--- src/rtl/pong_game_ctrl.sv ---
// pong_game_ctrl: game-control stage for the Pong display path.
// Synchronises and debounces the paddle buttons, sequences the game through
// new-game / play / new-ball / game-over, and keeps a BCD score and a life count.
module pong_game_ctrl #(
  parameter int unsigned DB_TICKS    = 500000,
  parameter int unsigned TIMER_TICKS = 120,
  parameter int unsigned LIVES       = 3
) (
  input  logic       clk,
  input  logic       reset,
  input  logic [1:0] btn_raw,
  input  logic       refr_tick,
  input  logic       hit,
  input  logic       miss,
  output logic [1:0] btn_db,
  output logic       gra_still,
  output logic [7:0] score,
  output logic [1:0] lives,
  output logic [1:0] game_state
);

  localparam int unsigned     DBW        = $clog2(DB_TICKS);
  localparam logic [DBW-1:0]  DB_LAST    = DBW'(DB_TICKS - 1);
  localparam logic [7:0]      TMR_LOAD   = 8'(TIMER_TICKS);
  localparam logic [1:0]      LIVES_INIT = 2'(LIVES);

  typedef enum logic [1:0] {
    ST_NEWGAME = 2'd0,
    ST_PLAY    = 2'd1,
    ST_NEWBALL = 2'd2,
    ST_OVER    = 2'd3
  } state_t;

  logic [1:0]     r_sync1;
  logic [1:0]     r_sync2;
  logic [DBW-1:0] r_db_cnt [2];
  logic [1:0]     r_btn_db;
  logic [1:0]     r_btn_db_d;
  state_t         r_state;
  logic           r_still;
  logic [7:0]     r_score;
  logic [1:0]     r_lives;
  logic [7:0]     r_timer;

  logic           w_press;
  logic           w_timer_done;
  logic [7:0]     w_score_inc;

  // Two-flop synchroniser for the asynchronous buttons
  always_ff @(posedge clk) begin
    if (reset) begin
      r_sync1 <= '0;
      r_sync2 <= '0;
    end else begin
      r_sync1 <= btn_raw;
      r_sync2 <= r_sync1;
    end
  end

  // Per-bit debounce: accept a new level only after DB_TICKS consecutive differing samples
  always_ff @(posedge clk) begin
    if (reset) begin
      r_db_cnt[0] <= '0;
      r_db_cnt[1] <= '0;
      r_btn_db    <= '0;
      r_btn_db_d  <= '0;
    end else begin
      for (int unsigned i = 0; i < 2; i++) begin
        if (r_sync2[i] == r_btn_db[i]) begin
          r_db_cnt[i] <= '0;
        end else if (r_db_cnt[i] == DB_LAST) begin
          r_btn_db[i] <= r_sync2[i];
          r_db_cnt[i] <= '0;
        end else begin
          r_db_cnt[i] <= r_db_cnt[i] + 1'b1;
        end
      end
      r_btn_db_d <= r_btn_db;
    end
  end

  assign w_press      = |(r_btn_db & ~r_btn_db_d);
  assign w_timer_done = (r_timer == '0);

  // Two-digit BCD increment with wrap from 99 to 00
  always_comb begin
    w_score_inc = r_score;
    if (r_score[3:0] == 4'd9) begin
      w_score_inc[3:0] = '0;
      w_score_inc[7:4] = (r_score[7:4] == 4'd9) ? 4'd0 : r_score[7:4] + 4'd1;
    end else begin
      w_score_inc[3:0] = r_score[3:0] + 4'd1;
    end
  end

  // Game sequencer with pause timer, score and life bookkeeping
  always_ff @(posedge clk) begin
    if (reset) begin
      r_state <= ST_NEWGAME;
      r_still <= 1'b1;
      r_score <= '0;
      r_lives <= LIVES_INIT;
      r_timer <= '0;
    end else begin
      case (r_state)
        ST_NEWGAME: begin
          if (w_press) begin
            r_state <= ST_PLAY;
            r_still <= 1'b0;
          end
        end
        ST_PLAY: begin
          // a miss takes priority over a simultaneous hit
          if (miss) begin
            r_timer <= TMR_LOAD;
            r_still <= 1'b1;
            if (r_lives > 2'd1) begin
              r_lives <= r_lives - 2'd1;
              r_state <= ST_NEWBALL;
            end else begin
              r_lives <= '0;
              r_state <= ST_OVER;
            end
          end else if (hit) begin
            r_score <= w_score_inc;
          end
        end
        ST_NEWBALL: begin
          if (w_timer_done && w_press) begin
            r_state <= ST_PLAY;
            r_still <= 1'b0;
          end else if (refr_tick && !w_timer_done) begin
            r_timer <= r_timer - 8'd1;
          end
        end
        ST_OVER: begin
          if (w_timer_done) begin
            r_state <= ST_NEWGAME;
            r_score <= '0;
            r_lives <= LIVES_INIT;
          end else if (refr_tick) begin
            r_timer <= r_timer - 8'd1;
          end
        end
        default: begin
          r_state <= ST_NEWGAME;
          r_still <= 1'b1;
        end
      endcase
    end
  end

  assign btn_db     = r_btn_db;
  assign gra_still  = r_still;
  assign score      = r_score;
  assign lives      = r_lives;
  assign game_state = r_state;

endmodule
--- config.mk ---
export PLATFORM = sky130hd
export DESIGN_NAME = pong_game_ctrl
export DESIGN_NICKNAME = d
export VERILOG_FILES = /design/src/rtl/pong_game_ctrl.sv
export SDC_FILE = /design/constraint.sdc
export NUM_CORES = 1
export LEC_CHECK = 0
export ABC_AREA = 1
export CAP_MARGIN = 20
export CORE_MARGIN = 5
export CORE_UTILIZATION = 65
export DETAILED_ROUTE_END_ITERATION = 10
export GPL_ROUTABILITY_DRIVEN = 0
export GPL_TIMING_DRIVEN = 1
export PLACE_DENSITY = 0.86
export SYNTH_ARGS = -nofsm -noshare
export SYNTH_HDL_FRONTEND = slang
export SYNTH_SLANG_ARGS = --single-unit
--- constraint.sdc ---
create_clock -name clk -period 3.8 [get_ports clk]
set_input_delay 0.95 -clock clk [delete_from_list [all_inputs] [get_ports clk]]
set_output_delay 0.95 -clock clk [all_outputs]
set_load 0.05 [all_outputs]
==> impl_results.md, run 1 <==
* Boundary Pins at 22
* Final Max Tran Viols at 0
* 1st-iter DRT viols at 212
* Width of the die at 88.6 um
* Met3 Use GR at 4.56%
* Max IR drop VDD at 0.000268 V
* Most Used Layer, Global Route: met2
* Core area at 0.00596 mm^2
* Worst Skew at 8.20 ps
* Cell variety after synth at 36
* Seq/Total Area, Yosys at 42.9%
* Maximum fanout along the worst path at 11
* Initial Utilization at 67.4%
* Via Count at 3483
* I/O Buffers at 21
* Final period util at 74.7%
* Unrepaired setup endpoints after global routing: no
* Critical path cell sequence: clkdlybuf4s50_1
* Crit path kind: flop to output pin
* Post-CTS Setup Bufs at 0
* H-tree depth at 3
* Clock slew at reported path FFs at 60 ps
* Vias in the first global route at 3421
* Hold Path Class: flop to flop
* Placed Area at 0.00441 mm^2
* Share of layout cells above drive strength 1 at 12.2%
* Worst-Margin Slew at 512 ps
* Total clock sinks at 67
* Final worst path period need at 2840 ps
* Initial antenna violation count at 0
* Routed len/inst at 12.8 um
* Clk Latency, worst-skew pair at 340 ps
* Flop2flop setup slack at 1920 ps
* Worst rel slew slack at 65.7%
* Setup Viol. Count Final at 0
* M2 GR Usage at 40.5%
* CP Launch Type: flop
* Lkg Pwr at 1.80 nW
* Critical-path top delay cell: clkdlybuf4s50_1
* Pre-Repair DR Iteration Count at 4
* Max Cap Viol at 0
* # rows at 28
* Die height at 88.6 um
* Final hold vios at 0
* Mean Syn Cell Area at 7.81 um^2
* Crit-path max cell delay at 910 ps
* Post-layout nets at 594
* Clk root buf: clkbuf_8
* Crit end category: output pin
* Worst EP required at 2850 ps
* WHS Endpoint: r_sync2[0]
* Hold Crit Start: r_sync1[0]
* Status: finished, final reports clean
* DRT antenna net count at 0
* Fill cells at 434
* FF-to-FF path depth at 8
* Syn Inst Count at 514
* Capture point of the worst reg-to-reg path: r_db_cnt[0][11]
* Crit-path leading delay family: buffers and inverters
* Ys Warns at 0
* N_diodes at 0
* R2R Path Start: r_db_cnt[0][0]
* DRC viols at 0
* Met1 Use GR at 29.8%
* CTS resizes at 0
* DR vias/cell at 5.29
* First-pass GRT wire length at 14700 um
* Synth-to-layout area growth at 14.0%
* Routed WL at 8410 um
* Cts bufs inserted at 9
* Gr ovfl total at 0
* Setup TNS at 0 ps
* Post-Syn Area at 0.00402 mm^2
* Arr. time, crit path at 1890 ps
* Post-route cell area at 0.00458 mm^2
* CTS max path bufs at 2
* Hpwl dp at 6280 um
* Register bit total from synthesis at 67
* PwrDens at 306 mW/mm^2
* # hold bufs at CTS at 0
* Crit path buf inv count at 1
* Max Clk Rate at 0.352 GHz
* Gr usage total at 23.7%
* Worst hold stages at 2
* CTS tree: yes
* Die footprint at 0.00785 mm^2
* Largest net degree at the start of global routing at 19
-- kinds of logic (layout without fill, tap and decap cells) --
kind of cell | Yosys count | count (layout) | share of synthesized area, %
adders and majority gates | 8 | 8 | 2.49
and+or+nand+nor | 302 | 302 | 35.9
AOI/OAI and AO/OA | 57 | 57 | 8.32
other | 1 | 38 | 0.0934
DFF | 67 | 67 | 42.9
buffers and inverters | 63 | 95 | 6.85
xor gates and xnor gates | 16 | 16 | 3.49
-- Yosys cell counts --
library cell | number | area [um^2]
nand3_1 | 31 | 155
o21ai_0 | 20 | 100
buf_4 | 1 | 7.51
nand2_2 | 5 | 31.3
inv_2 | 7 | 26.3
dfxtp_1 | 29 | 581
inv_1 | 50 | 188
conb_1 | 1 | 3.75
o21bai_1 | 4 | 30.0
nor3_1 | 11 | 55.1
o22ai_1 | 1 | 6.26
nor3_4 | 1 | 16.3
a31oi_1 | 3 | 18.8
a21oi_2 | 5 | 43.8
o21ai_2 | 1 | 8.76
nor2_2 | 23 | 144
nor2_4 | 7 | 78.8
nor2_1 | 82 | 308
o21ai_4 | 1 | 16.3
nor3_2 | 1 | 10.0
xnor2_1 | 3 | 26.3
xor2_1 | 13 | 114
buf_12 | 2 | 40.0
nand4_1 | 16 | 100
a21oi_1 | 22 | 110
nand3_4 | 1 | 17.5
nand2_4 | 4 | 45.0
ha_1 | 8 | 100
clkbuf_1 | 2 | 7.51
inv_4 | 1 | 6.26
nand3_2 | 1 | 10.0
nand2_1 | 112 | 420
or2_0 | 1 | 6.26
edfxtp_1 | 38 | 1140
nand3b_1 | 5 | 37.5
or2_2 | 1 | 6.26
-- routing by layer --
| layer | routed length (um) | up-vias |
|---|---|---|
| li1 | - | 1780 |
| met1 | 3650 | 1617 |
| met2 | 4270 | 71 |
| met3 | 333 | 15 |
| met4 | 149 | 0 |
| met5 | 0 | - |
-- cells in the final DEF (no fill, tap or decap), types with 7 or more instances in the layout --
cell / n
xor2_1: 13
clkdlybuf4s50_1: 21
edfxtp_1: 38
inv_2: 7
conb_1: 38
nor2_1: 82
clkbuf_8: 11
dfxtp_1: 29
inv_1: 50
ha_1: 8
a21oi_1: 22
nor3_1: 11
nand2_1: 112
nor2_4: 7
o21ai_0: 20
nor2_2: 23
nand4_1: 16
nand3_1: 31
-- state kept, by name (all words and copies together) (netlist names) --
signal,flops
btn_db,2
game_state,2
gra_still,1
lives,2
r_btn_db_d,2
r_db_cnt,38
r_sync1,2
r_sync2,2
r_timer,8
score,8
-- per-stage QoR --
| stage | hold WS, ps | setup WS (ps) | std cells | utilization (%) | power [mW] |
|---|---|---|---|---|---|
| floorplan | 388 | 1950 | 551 | - | 0.865 |
| global placement | 393 | 1090 | 643 | 74.1 | 0.881 |
| detailed placement | 406 | 1000 | 643 | 74.1 | 0.885 |
| CTS | 415 | 978 | 658 | 76.9 | 1.40 |
| global route | 444 | 910 | 658 | 76.9 | 1.45 |
| finish | 415 | 960 | 658 | 76.9 | 1.40 |
-- report_power, final --
part,total (mW),switching [mW],internal (mW)
sequential,0.807,0.0216,0.785
combinational,0.0646,0.0425,0.0221
clock,0.529,0.259,0.271
-- worst max-delay path by stage --
stage                   from               to  cells after the start
2_1_floorplan          reset  r_db_cnt[0][17]                      6
3_3_place_gp           reset  r_db_cnt[0][10]                      7
3_5_place_dp           reset  r_db_cnt[0][10]                      7
4_1_cts        game_state[1]    game_state[1]                      1
5_1_grt        game_state[1]    game_state[1]                      1
6_report       game_state[1]    game_state[1]                      1
-- final cells by class --
| cell class | instances | area [um^2] | area share (%) |
|---|---|---|---|
| inverter | 58 | 220 | 4.81 |
| timing repair buffer | 22 | 218 | 4.76 |
| tap | 75 | 93.8 | 2.05 |
| multi-input combinational | 421 | 2160 | 47.1 |
| sequential | 67 | 1720 | 37.6 |
| clock buffer | 15 | 166 | 3.63 |
No activity file was read; power rests on OpenSTA's default activity.
==> run 2: changes to the inputs <==
CORE_UTILIZATION = 54   (was 65)
PLACE_DENSITY = 0.76   (was 0.86)
clock period = 2.4 ns   (was 3.8 ns; I/O delays follow)
==> run 2 against run 1 <==
Critical path depth unchanged; clock skew grew 5.5 ps; sequential power rose by 59%; count of clock-buffer cells in the layout is 4 lower; highest routed layer unchanged; die area is 18% higher; worst hold slack worse by 13 ps; combinational power up 58%; clock power is 89% higher; first-iteration DRC count fell by 19%.
==> impl_results.md, run 2 (same netlist as run 1, synthesis figures left out) <==
* DR vias/cell at 4.97 (was 5.29)
* Crit-path max cell delay at 860 ps (was 910 ps)
* Final period util at 95.7%
* First-pass GRT wire length at 14000 um (was 14700 um)
* I/O Buffers at 21 (unchanged)
* Most Used Layer, Global Route: met2 (unchanged)
* Lkg Pwr at 1.83 nW (was 1.80 nW)
* Commonest non-fill, non-tap cell in the layout: nand2_1 (unchanged)
* Final Max Tran Viols at 0 (unchanged)
* Arr. time, crit path at 1700 ps (was 1890 ps)
* Crit path kind: flop to output pin (unchanged)
* Setup Viol. Count Final at 0 (unchanged)
* Crit-path leading delay family: buffers and inverters (unchanged)
* Post-layout nets at 596 (was 594)
* Max IR drop VDD at 0.000335 V (was 0.000268 V)
* M2 GR Usage at 33.7% (was 40.5%)
* Sw Share at 21.8% (was 23.1%)
* Largest Register: r_db_cnt (unchanged)
* Status: finished, final reports clean (unchanged)
* Crit path buf inv count at 1 (unchanged)
* Largest net degree at the start of global routing at 19 (unchanged)
* Vias in the first global route at 3380 (was 3421)
* Die footprint at 0.00926 mm^2 (was 0.00785 mm^2)
* Synth-to-layout area growth at 16.2% (was 14.0%)
* Clk root buf: clkbuf_8 (unchanged)
* 1st-iter DRT viols at 172 (was 212)
* Pint at 1.86 mW (was 1.08 mW)
* Total clock sinks at 67 (unchanged)
* Routed WL at 7950 um (was 8410 um)
* # hold bufs at CTS at 0 (unchanged)
* Pre-Repair DR Iteration Count at 4 (unchanged)
* Share of layout cells above drive strength 1 at 13.0% (was 12.2%)
* Setup TNS at 0 ps (unchanged)
* CTS max path bufs at 2 (unchanged)
* Post-CTS Setup Bufs at 0 (unchanged)
* Comb power frac at 4.3% (was 4.6%)
* Final worst path period need at 2300 ps
* Final worst slack at 104 ps (was 960 ps)
* Max reg flops at 38 (unchanged)
* Total Power Consumption at 2.38 mW (was 1.40 mW)
* Most frequent cells in the layout: 112 x nand2_1, 82 x nor2_1, 50 x inv_1 (unchanged)
* Initial Utilization at 55.4% (was 67.4%)
* Finished Core Util at 64.3% (was 76.9%)
* Critical path cell sequence: clkdlybuf4s50_1 (unchanged)
* Worst-Margin Slew at 509 ps (was 512 ps)
* Worst Skew at 13.7 ps (was 8.20 ps)
* Core area at 0.00725 mm^2 (was 0.00596 mm^2)
* PwrDens at 510 mW/mm^2 (was 306 mW/mm^2)
* Flop pwr share at 53.6% (was 57.6%)
* Die height at 96.2 um (was 88.6 um)
* DRC viols at 0 (unchanged)
* Clock slew at reported path FFs at 80 ps (was 60 ps)
* Width of the die at 96.2 um (was 88.6 um)
* Max Clk Rate at 0.436 GHz
* Hold Path Class: flop to flop (unchanged)
* CTS resizes at 0 (unchanged)
* Crit end category: output pin (unchanged)
* Maximum fanout along the worst path at 7 (was 11)
* Fill cells at 644 (was 434)
* Worst rel slew slack at 66.0% (was 65.7%)
* Hpwl dp at 5970 um (was 6280 um)
* Initial antenna violation count at 0 (unchanged)
* Met3 Use GR at 4.61% (was 4.56%)
* Gr ovfl total at 0 (unchanged)
* CTS tree: yes (unchanged)
* Hold slack final at 403 ps (was 415 ps)
* Routed len/inst at 11.6 um (was 12.8 um)
* N_diodes at 0 (unchanged)
* Max Cap Viol at 0 (unchanged)
* Clk Latency, worst-skew pair at 350 ps (was 340 ps)
* NetSw at 518 uW (was 323 uW)
* Cts bufs inserted at 9 (unchanged)
* CP Launch Type: flop (unchanged)
* Critical-path top delay cell: clkdlybuf4s50_1 (unchanged)
* # rows at 31 (was 28)
* Worst EP required at 1800 ps (was 2850 ps)
* DRT antenna net count at 0 (unchanged)
* Clk pwr share at 42.0% (was 37.8%)
* Via Count at 3402 (was 3483)
* Unrepaired setup endpoints after global routing: no (unchanged)
* Boundary Pins at 22 (unchanged)
* H-tree depth at 3 (unchanged)
* Final hold vios at 0 (unchanged)
* Met1 Use GR at 22.0% (was 29.8%)
* Pre-CTS setup slack at 247 ps (was 1000 ps)
* Gr usage total at 19.3% (was 23.7%)
[run 2: per-layer routing]
| metal | wire length, um | vias up |
|---|---|---|
| met4 | 150 | 0 |
| met5 | 0 | - |
| met3 | 290 | 11 |
| met1 | 3490 | 1549 |
| met2 | 4020 | 62 |
| li1 | - | 1780 |
[run 2: worst paths after layout]
kind | start | end | slack, ps | cells past startpoint
min | r_sync1[0] | r_sync2[0] | 400 | 2
min reg2reg | r_sync1[0] | r_sync2[0] | 400 | 2
max | game_state[0] | game_state[0] | 100 | 1
max reg2reg | r_db_cnt[0][0] | r_db_cnt[0][18] | 560 | 8
[run 2: area by class of cell]
class	count	area [um^2]	share of cell area [%]
Multi-Input combinational cell	421	2160	46.3
Sequential cell	67	1720	36.9
Timing Repair Buffer	24	233	4.99
Inverter	58	220	4.72
Clock buffer	11	131	2.82
Tap cell	99	124	2.65
Clock inverter	5	77.6	1.66
[run 2: stage by stage]
stage               instances  cell area, um^2
global placement          669             4460
finish                    685             4670
CTS                       685             4670
global route              685             4670
detailed placement        669             4460
floorplan                 551             4160
[run 2: power by group through the flow]
stage          logic [mW]  registers (mW)  clock network [mW]
2_1_floorplan      0.0777            1.29                   0
3_5_place_dp        0.100            1.30                   0
6_report            0.102            1.28                1.00
3_3_place_gp       0.0982            1.30                   0
5_1_grt             0.117            1.28                1.08
4_1_cts             0.101            1.28                1.03
==> run 3: changes to the inputs <==
CORE_UTILIZATION = 30   (was 54)
CTS_BUF_LIST = sky130_fd_sc_hd__clkbuf_16   (was unset)
PLACE_DENSITY = unset   (was 0.76)
==> run 3 against run 2 <==
Register-to-register slack about the same; worst hold slack worse by 0.97 ps; core utilization fell by 27 points; largest cell class unchanged; largest power group is now clock; highest routed layer unchanged.
==> impl_results.md, run 3 (same netlist as run 1, synthesis figures left out) <==
* Status: finished, final reports clean (unchanged)
* Hpwl dp at 6240 um (was 5970 um)
* Clk pwr share at 50.8% (was 42.0%)
* Pint at 2.21 mW (was 1.86 mW)
* Multi-input combinational cell area at 0.00216 mm^2 (unchanged)
* Lkg Pwr at 1.90 nW (was 1.83 nW)
* Most frequent cells in the layout: 112 x nand2_1, 82 x nor2_1, 51 x inv_1 (was 112 x nand2_1, 82 x nor2_1, 50 x inv_1)
* Pre-Repair DR Iteration Count at 4 (unchanged)
* Routed len/inst at 10.9 um (was 11.6 um)
* Final worst path period need at 2250 ps (was 2300 ps)
* H-tree depth at 3 (unchanged)
* Fill cells at 1338 (was 644)
* Crit-path leading delay family: buffers and inverters (unchanged)
* Share of layout cells above drive strength 1 at 13.3% (was 13.0%)
* Gr usage total at 10.8% (was 19.3%)
* Initial antenna violation count at 0 (unchanged)
* Critical-path top delay cell: clkdlybuf4s50_1 (unchanged)
* DR vias/cell at 4.48 (was 4.97)
* Crit path buf inv count at 1 (unchanged)
* Worst hold stages at 2 (unchanged)
* DRT antenna net count at 0 (unchanged)
* Arr. time, crit path at 1650 ps (was 1700 ps)
* Maximum fanout along the worst path at 5 (was 7)
* Post-layout nets at 597 (was 596)
* Vias in the first global route at 3212 (was 3380)
* Hold slack final at 402 ps (was 403 ps)
* Initial Utilization at 30.4% (was 55.4%)
* Final period util at 93.8% (was 95.7%)
* Worst Skew at 6.90 ps (was 13.7 ps)
* Synth-to-layout area growth at 21.8% (was 16.2%)
* CTS resizes at 0 (unchanged)
* Hold Crit Start: r_sync1[0] (unchanged)
* Gr ovfl total at 0 (unchanged)
* First-pass GRT wire length at 14600 um (was 14000 um)
* Boundary Pins at 22 (unchanged)
* CP Launch Type: flop (unchanged)
* Critical path cell sequence: clkdlybuf4s50_1 (unchanged)
* WHS Endpoint: r_sync2[0] (unchanged)
* Worst rel slew slack at 64.6% (was 66.0%)
* Final hold vios at 0 (unchanged)
* Capture point of the worst reg-to-reg path: r_db_cnt[0][2] (was r_db_cnt[0][18])
* I/O Buffers at 21 (unchanged)
* Finished Core Util at 37.1% (was 64.3%)
* Cts bufs inserted at 9 (unchanged)
* Routed WL at 8310 um (was 7950 um)
* Max IR drop VDD at 0.000303 V (was 0.000335 V)
* Max reg flops at 38 (unchanged)
* Total clock sinks at 67 (unchanged)
* Clk root buf: clkbuf_16 (was clkbuf_8)
* Clk Latency, worst-skew pair at 330 ps (was 350 ps)
* 1st-iter DRT viols at 237 (was 172)
* Post-CTS Setup Bufs at 0 (unchanged)
* Total Power Consumption at 2.80 mW (was 2.38 mW)
* CTS max path bufs at 2 (unchanged)
* Flop pwr share at 45.6% (was 53.6%)
* Unrepaired setup endpoints after global routing: no (unchanged)
* Setup TNS at 0 ps (unchanged)
* # rows at 42 (was 31)
* N_diodes at 0 (unchanged)
* Worst EP required at 1800 ps (about the same)
* Crit path kind: flop to output pin (unchanged)
* Storage cell area at 0.00172 mm^2 (unchanged)
* Largest Register: r_db_cnt (unchanged)
* Max Clk Rate at 0.444 GHz (was 0.436 GHz)
* Die height at 126 um (was 96.2 um)
* Comb power frac at 3.6% (was 4.3%)
* Hold Path Class: flop to flop (unchanged)
* Largest net degree at the start of global routing at 19 (unchanged)
* Sw Share at 21.2% (was 21.8%)
* Max Cap Viol at 0 (unchanged)
* Commonest non-fill, non-tap cell in the layout: nand2_1 (unchanged)
* Crit end category: output pin (unchanged)
* Width of the die at 126 um (was 96.2 um)
* Via Count at 3422 (was 3402)
* NetSw at 595 uW (was 518 uW)
* R2R Path Start: r_db_cnt[0][0] (unchanged)
* Die footprint at 0.0158 mm^2 (was 0.00926 mm^2)
* CTS tree: yes (unchanged)
* Core area at 0.0132 mm^2 (was 0.00725 mm^2)
* Clock slew at reported path FFs at 60 ps (was 80 ps)
* Crit-path max cell delay at 870 ps (was 860 ps)
* Setup Viol. Count Final at 0 (unchanged)
* Flop2flop setup slack at 550 ps (was 560 ps)
* # hold bufs at CTS at 0 (unchanged)
* Worst-Margin Slew at 530 ps (was 509 ps)
* DRC viols at 0 (unchanged)
* FF-to-FF path depth at 8 (unchanged)
* PwrDens at 573 mW/mm^2 (was 510 mW/mm^2)
* Final Max Tran Viols at 0 (unchanged)
## run 3: metal layers
metal  track usage (%)  wire [um]  vias up
met2              18.5       3970       49
met1              13.8       3990     1573
met4              2.68         81        0
met3              2.50        273       11
met5                 0          0        -
li1                  -          -     1789
## run 3: worst max-delay path by stage
stage,startpoint,end,slack (ps),cells after the start
final,btn_db[1],btn_db[1],150,1
after global routing,score[0],score[0],100,1
after CTS,btn_db[1],btn_db[1],140,1
after detailed placement,reset,r_db_cnt[0][2],290,6
after global placement,reset,r_db_cnt[0][10],330,6
after floorplan,score[0],score[4],640,9
## run 3: area by class of cell
type                       count  area share, %
inverter                      58           4.50
clock inverter                 5           1.15
clock buffer                  11           5.63
multi-input combinational    421           44.1
timing repair buffer          25           4.91
tap                          176           4.50
sequential                    67           35.2
## run 3: through the flow
step | std cells | instance area, um^2 | worst slack [ps]
after floorplan | 551 | 4160 | 641
after global placement | 747 | 4560 | 325
after detailed placement | 747 | 4560 | 285
after CTS | 763 | 4890 | 137
after global routing | 763 | 4890 | 103
final | 763 | 4890 | 149
## run 3: power groups by stage
stage               registers [mW]  clock network (mW)  logic [mW]
floorplan                     1.29                   0      0.0777
global placement              1.30                   0      0.0987
detailed placement            1.30                   0      0.0991
CTS                           1.28                1.46       0.100
global route                  1.28                1.52       0.116
finish                        1.28                1.42       0.101
